### config.mk
export PLATFORM = sky130hd
export DESIGN_NAME = mmio_uart
export DESIGN_NICKNAME = d
export VERILOG_FILES = /design/src/rtl/mmio_uart.sv
export SDC_FILE = /design/constraint.sdc
export NUM_CORES = 1
export LEC_CHECK = 0
export ABC_AREA = 1
export BUFFER_PORTS_ARGS = -buffer_cell sky130_fd_sc_hd__buf_2
export CORE_ASPECT_RATIO = 2
export CORE_UTILIZATION = 60
export CTS_BUF_LIST = sky130_fd_sc_hd__clkbuf_2 sky130_fd_sc_hd__clkbuf_4 sky130_fd_sc_hd__clkbuf_8
export DETAILED_ROUTE_END_ITERATION = 12
export PLACE_DENSITY = 0.92
export SLEW_MARGIN = 20
export SYNTH_ARGS = -nofsm -noshare
export SYNTH_HDL_FRONTEND = slang
export SYNTH_SLANG_ARGS = --single-unit
export TNS_END_PERCENT = 50
### constraint.sdc
create_clock -name clk -period 2.1 [get_ports clk]
set_clock_uncertainty 0.1 [all_clocks]
set_input_delay 0.525 -clock clk [delete_from_list [all_inputs] [get_ports clk]]
set_output_delay 0.525 -clock clk [all_outputs]
set_load 0.02 [all_outputs]
### src/rtl/mmio_uart.sv
// Memory-mapped 8N1 UART: one TX channel, one RX channel, polled status register.
module mmio_uart #(
  parameter int unsigned CLKS_PER_BIT = 217
) (
  input  logic        clk,
  input  logic        rst_n,
  input  logic        sel,
  input  logic [1:0]  address,
  input  logic        load,
  input  logic [15:0] in,
  output logic [15:0] out,
  output logic        tx,
  input  logic        rx
);

  localparam int unsigned BAUD_W = (CLKS_PER_BIT > 1) ? $clog2(CLKS_PER_BIT) : 1;
  localparam logic [BAUD_W-1:0] BAUD_LAST = BAUD_W'(CLKS_PER_BIT - 1);
  localparam logic [BAUD_W-1:0] BAUD_HALF = BAUD_W'(CLKS_PER_BIT / 2 - 1);
  localparam logic [BAUD_W-1:0] BAUD_ONE  = BAUD_W'(1);

  typedef enum logic [1:0] {TX_IDLE, TX_START, TX_DATA, TX_STOP} tx_state_e;
  typedef enum logic [2:0] {RX_IDLE, RX_START, RX_DATA, RX_STOP, RX_BREAK} rx_state_e;

  tx_state_e          tx_state_q, tx_state_d;
  logic [BAUD_W-1:0]  tx_baud_q, tx_baud_d;
  logic [2:0]         tx_bit_q, tx_bit_d;
  logic [7:0]         tx_byte_q, tx_byte_d;
  logic               tx_q, tx_d;

  rx_state_e          rx_state_q, rx_state_d;
  logic [BAUD_W-1:0]  rx_baud_q, rx_baud_d;
  logic [2:0]         rx_bit_q, rx_bit_d;
  logic [7:0]         rx_shift_q, rx_shift_d;
  logic [7:0]         rx_byte_q, rx_byte_d;
  logic               rx_meta_q, rx_sync_q;
  logic               rx_commit, rx_ferr_set;

  logic               rx_valid_q, rx_valid_d;
  logic               tx_drop_q, tx_drop_d;
  logic               rx_ovr_q, rx_ovr_d;
  logic               rx_ferr_q, rx_ferr_d;

  logic               tx_busy;
  logic               wr_txdata, wr_status, wr_rxdata;
  logic               unused_in;

  assign wr_txdata = sel & load & (address == 2'd0);
  assign wr_status = sel & load & (address == 2'd1);
  assign wr_rxdata = sel & load & (address == 2'd2);
  assign tx_busy   = (tx_state_q != TX_IDLE);
  assign tx        = tx_q;
  assign unused_in = ^in[15:8];

  // Two-flop synchronizer for the asynchronous rx line; idles high.
  always_ff @(posedge clk or negedge rst_n) begin
    if (!rst_n) begin
      rx_meta_q <= 1'b1;
      rx_sync_q <= 1'b1;
    end else begin
      rx_meta_q <= rx;
      rx_sync_q <= rx_meta_q;
    end
  end

  // TX state register and registered line output.
  always_ff @(posedge clk or negedge rst_n) begin
    if (!rst_n) begin
      tx_state_q <= TX_IDLE;
      tx_baud_q  <= '0;
      tx_bit_q   <= '0;
      tx_byte_q  <= '0;
      tx_q       <= 1'b1;
    end else begin
      tx_state_q <= tx_state_d;
      tx_baud_q  <= tx_baud_d;
      tx_bit_q   <= tx_bit_d;
      tx_byte_q  <= tx_byte_d;
      tx_q       <= tx_d;
    end
  end

  // TX next state: a write is accepted only while the registered FSM is idle.
  always_comb begin
    tx_state_d = tx_state_q;
    tx_baud_d  = tx_baud_q;
    tx_bit_d   = tx_bit_q;
    tx_byte_d  = tx_byte_q;
    tx_d       = tx_q;
    case (tx_state_q)
      TX_IDLE: begin
        tx_d = 1'b1;
        if (wr_txdata) begin
          tx_byte_d  = in[7:0];
          tx_d       = 1'b0;
          tx_baud_d  = '0;
          tx_state_d = TX_START;
        end
      end
      TX_START: begin
        if (tx_baud_q == BAUD_LAST) begin
          tx_baud_d  = '0;
          tx_bit_d   = '0;
          tx_d       = tx_byte_q[0];
          tx_state_d = TX_DATA;
        end else begin
          tx_baud_d = tx_baud_q + BAUD_ONE;
        end
      end
      TX_DATA: begin
        if (tx_baud_q == BAUD_LAST) begin
          tx_baud_d = '0;
          if (tx_bit_q == 3'd7) begin
            tx_d       = 1'b1;
            tx_state_d = TX_STOP;
          end else begin
            tx_bit_d = tx_bit_q + 3'd1;
            tx_d     = tx_byte_q[3'(tx_bit_q + 3'd1)];
          end
        end else begin
          tx_baud_d = tx_baud_q + BAUD_ONE;
        end
      end
      TX_STOP: begin
        if (tx_baud_q == BAUD_LAST) begin
          tx_baud_d  = '0;
          tx_state_d = TX_IDLE;
        end else begin
          tx_baud_d = tx_baud_q + BAUD_ONE;
        end
      end
      default: begin
        tx_d       = 1'b1;
        tx_state_d = TX_IDLE;
      end
    endcase
  end

  // RX state register and shift register.
  always_ff @(posedge clk or negedge rst_n) begin
    if (!rst_n) begin
      rx_state_q <= RX_IDLE;
      rx_baud_q  <= '0;
      rx_bit_q   <= '0;
      rx_shift_q <= '0;
    end else begin
      rx_state_q <= rx_state_d;
      rx_baud_q  <= rx_baud_d;
      rx_bit_q   <= rx_bit_d;
      rx_shift_q <= rx_shift_d;
    end
  end

  // RX next state: mid-bit start qualification, 8 LSB-first samples, stop check.
  always_comb begin
    rx_state_d  = rx_state_q;
    rx_baud_d   = rx_baud_q;
    rx_bit_d    = rx_bit_q;
    rx_shift_d  = rx_shift_q;
    rx_commit   = 1'b0;
    rx_ferr_set = 1'b0;
    case (rx_state_q)
      RX_IDLE: begin
        if (!rx_sync_q) begin
          rx_baud_d  = '0;
          rx_state_d = RX_START;
        end
      end
      RX_START: begin
        if (rx_baud_q == BAUD_HALF) begin
          rx_baud_d  = '0;
          rx_bit_d   = '0;
          rx_state_d = rx_sync_q ? RX_IDLE : RX_DATA;
        end else begin
          rx_baud_d = rx_baud_q + BAUD_ONE;
        end
      end
      RX_DATA: begin
        if (rx_baud_q == BAUD_LAST) begin
          rx_baud_d  = '0;
          rx_shift_d = {rx_sync_q, rx_shift_q[7:1]};
          rx_bit_d   = rx_bit_q + 3'd1;
          if (rx_bit_q == 3'd7) begin
            rx_state_d = RX_STOP;
          end
        end else begin
          rx_baud_d = rx_baud_q + BAUD_ONE;
        end
      end
      RX_STOP: begin
        if (rx_baud_q == BAUD_LAST) begin
          rx_baud_d = '0;
          if (rx_sync_q) begin
            rx_commit  = 1'b1;
            rx_state_d = RX_IDLE;
          end else begin
            rx_ferr_set = 1'b1;
            rx_state_d  = RX_BREAK;
          end
        end else begin
          rx_baud_d = rx_baud_q + BAUD_ONE;
        end
      end
      RX_BREAK: begin
        if (rx_sync_q) begin
          rx_state_d = RX_IDLE;
        end
      end
      default: begin
        rx_state_d = RX_IDLE;
      end
    endcase
  end

  // Status flags and received byte; a set always beats a clear on the same edge.
  always_comb begin
    rx_byte_d  = rx_commit ? rx_shift_q : rx_byte_q;
    rx_valid_d = rx_commit ? 1'b1 : (wr_rxdata ? 1'b0 : rx_valid_q);
    tx_drop_d  = (wr_txdata & tx_busy) | (tx_drop_q & ~(wr_status & in[2]));
    rx_ovr_d   = (rx_commit & rx_valid_q & ~wr_rxdata) | (rx_ovr_q & ~(wr_status & in[3]));
    rx_ferr_d  = rx_ferr_set | (rx_ferr_q & ~(wr_status & in[4]));
  end

  // Status and receive data registers.
  always_ff @(posedge clk or negedge rst_n) begin
    if (!rst_n) begin
      rx_byte_q  <= '0;
      rx_valid_q <= 1'b0;
      tx_drop_q  <= 1'b0;
      rx_ovr_q   <= 1'b0;
      rx_ferr_q  <= 1'b0;
    end else begin
      rx_byte_q  <= rx_byte_d;
      rx_valid_q <= rx_valid_d;
      tx_drop_q  <= tx_drop_d;
      rx_ovr_q   <= rx_ovr_d;
      rx_ferr_q  <= rx_ferr_d;
    end
  end

  // Read mux; reads have no side effects and return zero when deselected.
  always_comb begin
    out = '0;
    if (sel) begin
      case (address)
        2'd0:    out = {8'h00, tx_byte_q};
        2'd1:    out = {11'h000, rx_ferr_q, rx_ovr_q, tx_drop_q, rx_valid_q, tx_busy};
        2'd2:    out = {8'h00, rx_byte_q};
        default: out = '0;
      endcase
    end
  end

endmodule

# Word-level counts from Yosys, hierarchy flattened

Cells that the tools add are included.

$add $sub $neg: 4
Magnitude comparators: 1
Equality and inequality tests: 26
Muxes and demuxes: 46
Bitwise operators: 20
Reduce and logical (&&, ||, !) cells: 19

Operators with widths:

| cell                                           | count |
|---|---|
| one-hot mux 8 bit (3 select lines)             | 2 |
| 2-to-1 mux 8 bit                               | 5 |
| 2-to-1 mux 3 bit                               | 12 |
| != test 2 bit (second input constant)          | 12 |
| adder 8 x 1 -> 8 bit (second input constant)   | 2 |
| == test 8 bit (second input constant)          | 2 |
| 2-to-1 mux 16 bit                              | 1 |
| one-hot mux 8 bit (2 select lines)             | 1 |
| one-hot mux 3 bit (5 select lines)             | 1 |
| bitwise AND 1 bit                              | 13 |
| 2-to-1 mux 1 bit                               | 13 |
| 2-to-1 mux 2 bit                               | 6 |
| one-hot mux 3 bit (2 select lines)             | 2 |
| == test 3 bit (second input constant)          | 3 |
| == test 8 x 7 -> 1 bit (second input constant) | 1 |
| one-hot mux 2 bit (4 select lines)             | 1 |
| nonzero test 2 bit                             | 4 |
| adder 3 x 1 -> 3 bit (second input constant)   | 2 |
| == test 2 bit (second input constant)          | 3 |
| == test 3 x 2 -> 1 bit (second input constant) | 2 |
| AND reduction 2 bit                            | 3 |
| AND reduction 3 bit                            | 2 |
| AND reduction 6 bit                            | 1 |
| nonzero test 3 bit                             | 2 |
| 13 further kinds                               | 20 |

Register bits: 58
Output and inout bits: 17
Word-level logic and storage cells: 132

# Logic depth before layout (Yosys ltp)

Gate-level depths: netlist of run 1.

Depth after elaboration: 6
Mapped depth: 10

# Worst setup path before layout of run 1

No wires, ideal clock.

Path kind: input -> output
Start point: input address[1]
End point: output out[5]
Arrival: 1,298 ps
Path slack: 177 ps
Cell stages on the path: 4
Path through: inv_1 -> nor2_1 -> nand2_1 -> a21oi_1

Cells in the longest elaborated chain, start to end: 3
Elaborated cells on any way between the ends: 5
Classes of those cells: eq/ne: 2; mux: 2; reduce/logical: 1

RTL lines:

| item                                        | RTL line | RTL |
|---|---|---|
| from (decl)                                 | 8        | `input logic [1:0] address,` |
| == test 2 bit, or another cell as far along | 244      | `case (address)` |
| one-hot mux 8 bit (3 select lines) (*)      | 244      |  |
| 2-to-1 mux 16 bit (*)                       | 243      | `if (sel) begin` |
| to (decl)                                   | 11       | `output logic [15:0] out,` |

Mark *: on every way between the ends. The rest lies on a longest branch, timed or not.

# Worst setup path in the final report of run 1

Start point: register tx_state_q[1]
End point: output out[0]

Cells in the longest elaborated chain, start to end: 3

RTL lines:

| item                               | RTL line | RTL |
|---|---|---|
| from (decl)                        | 24       | `tx_state_e tx_state_q, tx_state_d;` |
| from (signal assigned)             | 74       | `tx_state_q <= tx_state_d;` |
| nonzero test 2 bit                 | 50       | `assign tx_busy = (tx_state_q != TX_IDLE);` |
| one-hot mux 8 bit (3 select lines) | 244      |  |
| 2-to-1 mux 16 bit                  | 243      |  |

Every way passes these cells.

==> impl_results.md, run 1 <==
* Largest net degree at the start of global routing at 59
* Post-placement cell count at 482
* Num ports at 40
* Leakage power at 0.00187 uW
* CTS tree: yes
* DR iter-0 viols at 101
* Row count at 37
* Max Cap Violations at 0
* Initial Util at 62.7%
* Die Wd at 54.1 um
* Max frequency at 488 MHz
* Ant. Diodes at 0
* Warnings from Yosys at 0
* Number of routed nets with antenna violations at 0
* Critical path start-end classification: reg -> out
* Data arrival, critical path at 1.42 ns
* # DRC at 0
* Area Growth Syn to Fin at 13.1%
* RD Place Congestion at 0.862
* Die H at 106 um
* Syn Area/Cell at between 8 and 9 um^2
* Initial antenna violation count at 0
* CP max stage cell: dfrtp_1
* Sw frac at a little over a third
* Synth Instances at 399
* Final Cycle Share at 97.5%
* Fin nets at roughly 470
* CP Cell Sequence: inv_2 -> ha_4 -> inv_2 -> nand2_1 -> o211ai_1 -> nand2_1 -> inv_1 -> buf_4
* Vias in the first global route at 2638
* Clock Path Buffers at 2
* Post-route setup TNS at 0 ns
* Critical Path Start Type: register
* Slew Viols, Final at 0
* Number of flops mapped to enable cells by yosys at 0
* First-pass GRT wire length at roughly 11000 um
* # setup viols final at 0
* Initial DRT Pass Iterations at 4
* Crit path time final at between 2 and 2.5 ns
* Commonest cells after routing, fill and taps aside: nand2_1 (112), dfrtp_1 (55), inv_1 (53)
* Share of cells above drive strength 1 at 21.9%
* WP data required at between 1 and 1.5 ns
* Ys async rst share at 100%
* Worst VDD drop at 0.000827 V
* Syn Std Cell Area at 3250 um^2
* Int Power at about 2300 uW
* Net Sw Power at 1260 uW
* Ys flop type: dfrtp_1
* Yosys reg bits at 58
* Crit end category: output pin
* Wirelength per Cell at 13.7 um
* Clock slew at reported path FFs at approximately 0.060 ns
* Sequential share of the synthesized area at 44.7%
* RSZ-0062 raised after global routing: true
* Final Non-Filler Cells at approximately 500
* Total routed wirelength at 6870 um
* Outcome: complete, no violations
* Final hold violations at 0
* Clock Power Share at 27.3%
* Hold buffers post-CTS at 0
* Vias at 2734
* DP HPWL at ~5100 um
* Peak per-stage delay on the critical path at 0.39 ns
* Pwr per Cell Area at a little under 1000 nW/um^2
* # H-tree levels at 3
* Seq pwr share at between 40% and 50%
* Commonest non-fill, non-tap cell in the layout: nand2_1
* Port Buf Inserts at 23
* Root Driver: clkbuf_8
* Worst-path fanout max at 2
* Fin Hold WS at 0.0633 ns
* Total die area at 5740 um^2
* Core area at 5180 um^2
* Distinct cell type count after synthesis at 38
* Clock latency on the worst-skew pair at 0.34 ns
* Gr ovfl total at 0
* Gr usage total at 26.8%
* Worst Hold Class: in -> async
* CTS buffer count at 9
* Comb pwr share at 32.1%
* CTS Sinks at between 50 and 60
* Via/cell ratio at 5.46
-- power by group through the flow --
stage | combinational (uW) | clock [uW] | sequential [uW]
final | 1150 | 983 | 1460
after global routing | 1270 | 1060 | 1480
after CTS | 1120 | 1010 | 1460
after detailed placement | 1010 | 0 | 1480
after global placement | 953 | 0 | 1470
after floorplan | 727 | 0 | 1450
-- cell type report --
class | instances | area (um^2)
Fill cell | 394 | 1510
Clock buffer | 14 | 186
Inverter | 60 | 225
Clock inverter | 1 | 7.51
Sequential cell | 58 | 1460
Tap cell | 58 | 72.6
Timing Repair Buffer | 35 | 220
Multi-Input combinational cell | 275 | 1510
-- synth_stat cells (3+ instances only) --
cell type	number	area share [%]
o211ai_1	5	1.2
nor2_1	20	2.3
o22ai_1	6	1.2
xor2_1	4	1.1
a21oi_1	8	1.2
o21ai_2	10	2.7
nor2_2	5	0.96
a21boi_1	3	0.69
inv_1	55	6.3
o21ai_0	19	2.9
nand2_4	3	1.0
dfstp_2	3	2.4
inv_2	5	0.58
dfrtp_1	55	42
nand2_2	6	1.2
nand2_1	112	13
ha_1	12	4.6
nand3_1	20	3.1
buf_4	10	2.3
o21ai_1	13	2.0
-- worst max-delay path: cells and delay by family, from the launching register on --
family / cells / cell delay, ns
compound gates: 1 / 0.08
simple gates: 2 / 0.14
fa+ha+maj: 1 / 0.15
buf+inv: 4 / 0.32
flops: 1 / 0.39
-- kinds of logic after synthesis --
family	after synthesis	synth area share (%)
buf+inv	73	10.1
fa+ha+maj	12	4.62
compound gates	70	13.4
simple gates	178	25.0
other cells	1	0.115
mux	2	0.693
flops	58	44.7
xor+xnor	5	1.35
-- sequential cells by signal (all words and copies together) (netlist names), 2 cells and up --
signal	cells
rx_baud_q	8
rx_bit_q	3
rx_byte_q	8
rx_shift_q	8
rx_state_q	3
tx_baud_q	8
tx_bit_q	3
tx_byte_q	8
tx_state_q	2
-- final timing paths --
kind                       depth (start not counted)          start  slack (ns)       endpoint
hold / removal                                     2          rst_n        0.06  tx_state_q[0]
hold reg to reg                                    0      rx_meta_q        0.26      rx_sync_q
setup reg to reg                                   9   rx_baud_q[0]        0.31  rx_shift_q[5]
min in group clk                                   1             rx        0.19      rx_meta_q
max in group asynchronous                          2          rst_n        1.53      rx_sync_q
setup / recovery                                   8  tx_state_q[1]        0.05         out[0]
-- metal layers --
metal	vias to the layer above	global-route usage [%]	share of wire, %
li1	1341	-	-
met1	1310	24.4	36
met2	58	49.4	57
met3	25	6.58	3.2
met4	0	14.8	3.9
met5	-	0	0
-- per-stage QoR --
stage	total power [uW]	util (%)	worst slack, ns	area [um^2]
CTS	3590	70.7	0.00770	3670
global route	3800	70.9	-0.0329	3680
detailed placement	2500	66.3	0.0728	3440
floorplan	2180	-	0.177	3280
global placement	2430	66.3	0.141	3440
finish	3600	70.9	0.0524	3680
-- repair_timing --
action / in CTS / in global routing
endpoints found under the setup margin: 1 / 5
setup buffers: 3 / 1
resized for setup: 3 / 3
gates cloned: 0 / 0
pin swaps: 1 / 0
Power figures use the tool's default switching activity.
==> run 2: changes to the inputs <==
--- a/config.mk
+++ b/config.mk
@@ -8,10 +8,10 @@
 export ABC_AREA = 1
 export BUFFER_PORTS_ARGS = -buffer_cell sky130_fd_sc_hd__buf_2
 export CORE_ASPECT_RATIO = 2
-export CORE_UTILIZATION = 60
-export CTS_BUF_LIST = sky130_fd_sc_hd__clkbuf_2 sky130_fd_sc_hd__clkbuf_4 sky130_fd_sc_hd__clkbuf_8
+export CORE_UTILIZATION = 61
+export CTS_BUF_LIST = sky130_fd_sc_hd__clkbuf_4 sky130_fd_sc_hd__clkbuf_8
 export DETAILED_ROUTE_END_ITERATION = 12
-export PLACE_DENSITY = 0.92
+export PLACE_DENSITY = 0.93
 export SLEW_MARGIN = 20
 export SYNTH_ARGS = -nofsm -noshare
 export SYNTH_HDL_FRONTEND = slang
==> constraint.sdc (replaced) <==
create_clock -name clk -period 2.4 [get_ports clk]
set_clock_uncertainty 0.1 [all_clocks]
set_input_delay 0.6 -clock clk [delete_from_list [all_inputs] [get_ports clk]]
set_output_delay 0.6 -clock clk [all_outputs]
set_load 0.02 [all_outputs]
==> impl_results.md, run 2 (same netlist as run 1, synthesis figures left out) <==
* Critical Path Start Type: register
* Via/cell ratio at 5.50
* Final Util at 71.3%
* Post-route setup TNS at 0 ns
* Int Power at 2090 uW
* Final hold violations at 0
* Largest net degree at the start of global routing at 59
* Share of cells above drive strength 1 at 20.7%
* Row count at 37
* Final Worst Setup Slack at 0.0873 ns
* Clock slew at reported path FFs at about 0.07 ns
* Slew Viols, Final at 0
* Sw frac at 33.9%
* # DRC at 0
* Vias at roughly 2700
* Commonest cells after routing, fill and taps aside: nand2_1 (112), inv_1 (55), dfrtp_1 (55)
* Root Driver: clkbuf_8
* CTS tree: yes
* Initial Util at 63.3%
* Worst R2R Path Depth at 10
* First-pass GRT wire length at 11700 um
* Clock Power Share at 30.6%
* Vias in the first global route at 2857
* Gr usage total at 28.7%
* Outcome: complete, no violations
* Total routed wirelength at between 7000 and 8000 um
* Die Wd at roughly 54 um
* Fin Hold WS at around 0.13 ns
* Pwr per Cell Area at about 860 nW/um^2
* RR Endpoint: rx_bit_q[0]
* Hold buffers post-CTS at 0
* Crit end category: output pin
* Max frequency at 432 MHz
* DP HPWL at 5090 um
* Gr ovfl total at 0
* Seq pwr share at between 40% and 50%
* Crit path time final at approximately 2.3 ns
* Comb pwr share at 28.8%
* Number of routed nets with antenna violations at 0
* Dpl cell area at 3430 um^2
* Clock Path Buffers at 2
* Fin nets at 470
* Ant. Diodes at 0
* # H-tree levels at 3
* Critical path start-end classification: reg -> out
* Worst-path fanout max at 5
* Core area at 5140 um^2
* Clock latency on the worst-skew pair at 0.34 ns
* Setup WS pre-CTS at 0.251 ns
* CTS buffer count at 9
* Num ports at 40
* Commonest non-fill, non-tap cell in the layout: nand2_1
* Port Buf Inserts at 23
* Total die area at around 5600 um^2
* CTS Sinks at slightly below 60
* Cell area after layout at 3660 um^2
* # setup viols final at 0
* Initial DRT Pass Iterations at 4
* Max Cap Violations at 0
* Leakage power at 0.00187 uW
* Die H at 105 um
* Net Sw Power at about 1100 uW
* Wirelength per Cell at 14.2 um
* Initial antenna violation count at 0
* DR iter-0 viols at 120
* Reg2Reg Setup Slack at 0.66 ns
* WP data required at 1.70 ns
* Area Growth Syn to Fin at 12.7%
* RD Place Congestion at approximately 0.83
* Final Cycle Share at 96.4%
* Worst Hold Class: in -> async
* Worst VDD drop at 0.000721 V
* Data arrival, critical path at 1.61 ns
* Reg2reg start: rx_baud_q[0]
run 2: cell types whose count changed in the layout (fill, tap and decap cells not counted), sizes merged:
cell / delta
clkinv: +1
buf: -4
clkinvlp: -1
bufinv: +1
run 2: layout make-up:
type	instances	area [um^2]
clock buffer	14	180
clock inverter	2	35.0
fill	382	1480
inverter	60	225
multi-input combinational	275	1510
sequential	58	1460
tap	58	72.6
timing repair buffer	31	188
run 2: worst max-delay path by stage:
| stage | from | endpoint | slack (ns) | cells past startpoint |
|---|---|---|---|---|
| final | tx_state_q[1] | out[0] | 0.09 | 8 |
| after floorplan | address[1] | out[5] | 0.33 | 4 |
| after CTS | tx_state_q[0] | out[0] | 0.02 | 8 |
| after global routing | tx_state_q[1] | out[0] | -0.004 | 8 |
| after detailed placement | address[0] | out[1] | 0.25 | 9 |
| after global placement | address[1] | out[1] | 0.28 | 9 |
run 2: routing by layer:
layer / track usage (%) / part of all wire (%) / vias to the layer above
li1: - / - / 1330
met1: 26.0 / 36 / 1308
met3: 6.35 / 2.9 / 33
met5: 0 / 0 / -
met4: 19.9 / 4.8 / 0
met2: 51.4 / 57 / 68
run 2: power by group through the flow:
| stage | Clock, uW | Sequential (uW) | Combinational [uW] |
|---|---|---|---|
| floorplan | 0 | 1270 | 636 |
| global placement | 0 | 1290 | 806 |
| detailed placement | 0 | 1300 | 849 |
| CTS | 971 | 1290 | 865 |
| global route | 1020 | 1300 | 1020 |
| finish | 967 | 1290 | 911 |
run 2: metrics by stage:
stage / cells / total power [uW]
floorplan: 406 / 1910
global placement: 481 / 2090
detailed placement: 481 / 2150
CTS: 497 / 3120
global route: 498 / 3340
finish: 498 / 3160
run 2: repair_timing:
action / CTS / global route
pin swaps: 0 / 0
cloned: 0 / 0
gates resized for setup: 1 / 1
endpoints found under the setup margin: 1 / 1
buffers inserted: 0 / 1
run 2: critical path: stages, from the launching register on:
cell	delay, ns
dfrtp_1	0.41
inv_1	0.11
ha_4	0.19
inv_2	0.12
nand2_1	0.07
o211ai_1	0.08
nand2_1	0.08
inv_1	0.06
buf_2	0.16
==> run 3: changes to the inputs <==
--- a/config.mk
+++ b/config.mk
@@ -7,11 +7,13 @@
 export LEC_CHECK = 0
 export ABC_AREA = 1
 export BUFFER_PORTS_ARGS = -buffer_cell sky130_fd_sc_hd__buf_2
+export CELL_PAD_IN_SITES_DETAIL_PLACEMENT = 1
+export CELL_PAD_IN_SITES_GLOBAL_PLACEMENT = 1
 export CORE_ASPECT_RATIO = 2
-export CORE_UTILIZATION = 61
+export CORE_UTILIZATION = 48
 export CTS_BUF_LIST = sky130_fd_sc_hd__clkbuf_4 sky130_fd_sc_hd__clkbuf_8
 export DETAILED_ROUTE_END_ITERATION = 12
-export PLACE_DENSITY = 0.93
+export PLACE_DENSITY = 0.95
 export SLEW_MARGIN = 20
 export SYNTH_ARGS = -nofsm -noshare
 export SYNTH_HDL_FRONTEND = slang
==> impl_results.md, run 3 (same netlist as run 1, synthesis figures left out) <==
* Outcome: complete, no violations
* Gr usage total at 30.4%
* Final hold violations at 0
* Worst-path fanout max at 4
* Root Driver: clkbuf_8
* Number of routed nets with antenna violations at 0
* Hold buffers post-CTS at 0
* Max Cap Violations at 0
* Critical Path Start Type: register
* RSZ-0062 raised after global routing: false
* Core area at 6570 um^2
* Total routed wirelength at 9330 um
* Worst VDD drop at 0.000515 V
* Vias in the first global route at between 3000 and 4000
* Gr ovfl total at 0
* RR Endpoint: rx_bit_q[0]
* First-pass GRT wire length at ~16000 um
* Area Growth Syn to Fin at 13.9%
* # H-tree levels at 3
* Worst Hold Class: in -> async
* CTS buffer count at 9
* DP HPWL at 6820 um
* Row count at 42
* Commonest non-fill, non-tap cell in the layout: nand2_1
* Clock latency on the worst-skew pair at 0.36 ns
* RD Place Congestion at 0.793
* Leakage power at roughly 0.0019 uW
* Clock slew at reported path FFs at about 0.07 ns
* # setup viols final at 0
* DR iter-0 viols at 97
* Data arrival, critical path at 1.63 ns
* Commonest cells after routing, fill and taps aside: nand2_1 (112), inv_1 (55), dfrtp_1 (55)
* Via/cell ratio at 5.43
* Post-route setup TNS at 0 ns
* Reg2Reg Setup Slack at 0.61 ns
* CTS Sinks at 58
* Die Wd at roughly 60 um
* Crit path time final at 2.33 ns
* Share of cells above drive strength 1 at 20.8%
* Critical path start-end classification: reg -> out
* Reg2reg start: rx_baud_q[0]
* Final Cycle Share at a little over nine tenths
* Wirelength per Cell at 17.6 um
* Final Non-Filler Cells at 530
* Worst slew margin at between 60% and 70%
* Ant. Diodes at 0
* Max frequency at between 400 and 500 MHz
* WP data required at 1.70 ns
* Actual slew at the worst max-slew pin at 0.572 ns
* Total die area at 7130 um^2
* Clock Path Buffers at 2
* Crit end category: output pin
* Port Buf Inserts at 23
* Die H at 118 um
* Vias at 2876
* Largest net degree at the start of global routing at 40
* Worst R2R Path Depth at 10
* Resized cells post-CTS at 0
* Num ports at 40
* Initial DRT Pass Iterations at 4
* Fin nets at ~470
* CTS tree: yes
* Initial antenna violation count at 0
* Pwr per Cell Area at 888 nW/um^2
* Post-placement cell count at 513
* Slew Viols, Final at 0
* # DRC at 0
* Post-CTS Setup Bufs at 0
* Initial Util at 49.5%
[run 3: cell count changes in the layout (fill, tap and decap cells not counted), sizes merged]
cell / change
clkbuf: -1
buf: +3
[run 3: where the power goes]
part / internal [uW] / switching (uW) / total [uW]
sequential: 1160 / 151 / 1310
combinational: 351 / 652 / 1000
clock: 569 / 408 / 977
[run 3: per-layer routing]
layer / share of wire [%] / routed length (um) / track usage [%]
met5: 0 / 0 / 0
met2: 57 / 5350 / 52.5
met1: 33 / 3050 / 26.9
met4: 6.5 / 610 / 22.5
met3: 3.4 / 313 / 10.1
[run 3: worst max-delay path, cell delays in order (launching register included)]
cell,delay (ns)
dfrtp_1,0.42
inv_1,0.10
ha_1,0.23
inv_2,0.09
nand2_1,0.06
o211ai_1,0.07
nand2_1,0.07
inv_1,0.07
buf_2,0.16
[run 3: layout make-up]
| class | count | area, um^2 |
|---|---|---|
| Clock inverter | 2 | 35.0 |
| Clock buffer | 13 | 173 |
| Sequential cell | 58 | 1460 |
| Tap cell | 88 | 110 |
| Multi-Input combinational cell | 275 | 1500 |
| Timing Repair Buffer | 34 | 210 |
| Inverter | 60 | 225 |
| Fill cell | 821 | 2870 |
[run 3: worst max path at each step]
stage | startpoint | endpoint | slack (ns) | cells after the start
2_1_floorplan | address[1] | out[5] | 0.33 | 4
3_5_place_dp | address[1] | out[4] | 0.18 | 9
4_1_cts | tx_state_q[1] | out[0] | 0.02 | 8
6_report | tx_state_q[1] | out[0] | 0.07 | 8
5_1_grt | tx_state_q[0] | out[0] | 0.02 | 8
3_3_place_gp | address[1] | out[0] | 0.23 | 8
[run 3: per-stage QoR]
stage	total power (uW)	worst slack (ns)	util (%)	hold WS, ns	cell area (um^2)
finish	3290	0.0687	56.4	0.113	3700
global route	3470	0.0211	56.4	0.152	3700
CTS	3260	0.0249	56.2	0.128	3690
detailed placement	2230	0.178	53.0	0.247	3480
global placement	2120	0.229	53.0	0.248	3480
floorplan	1910	0.327	-	0.204	3280
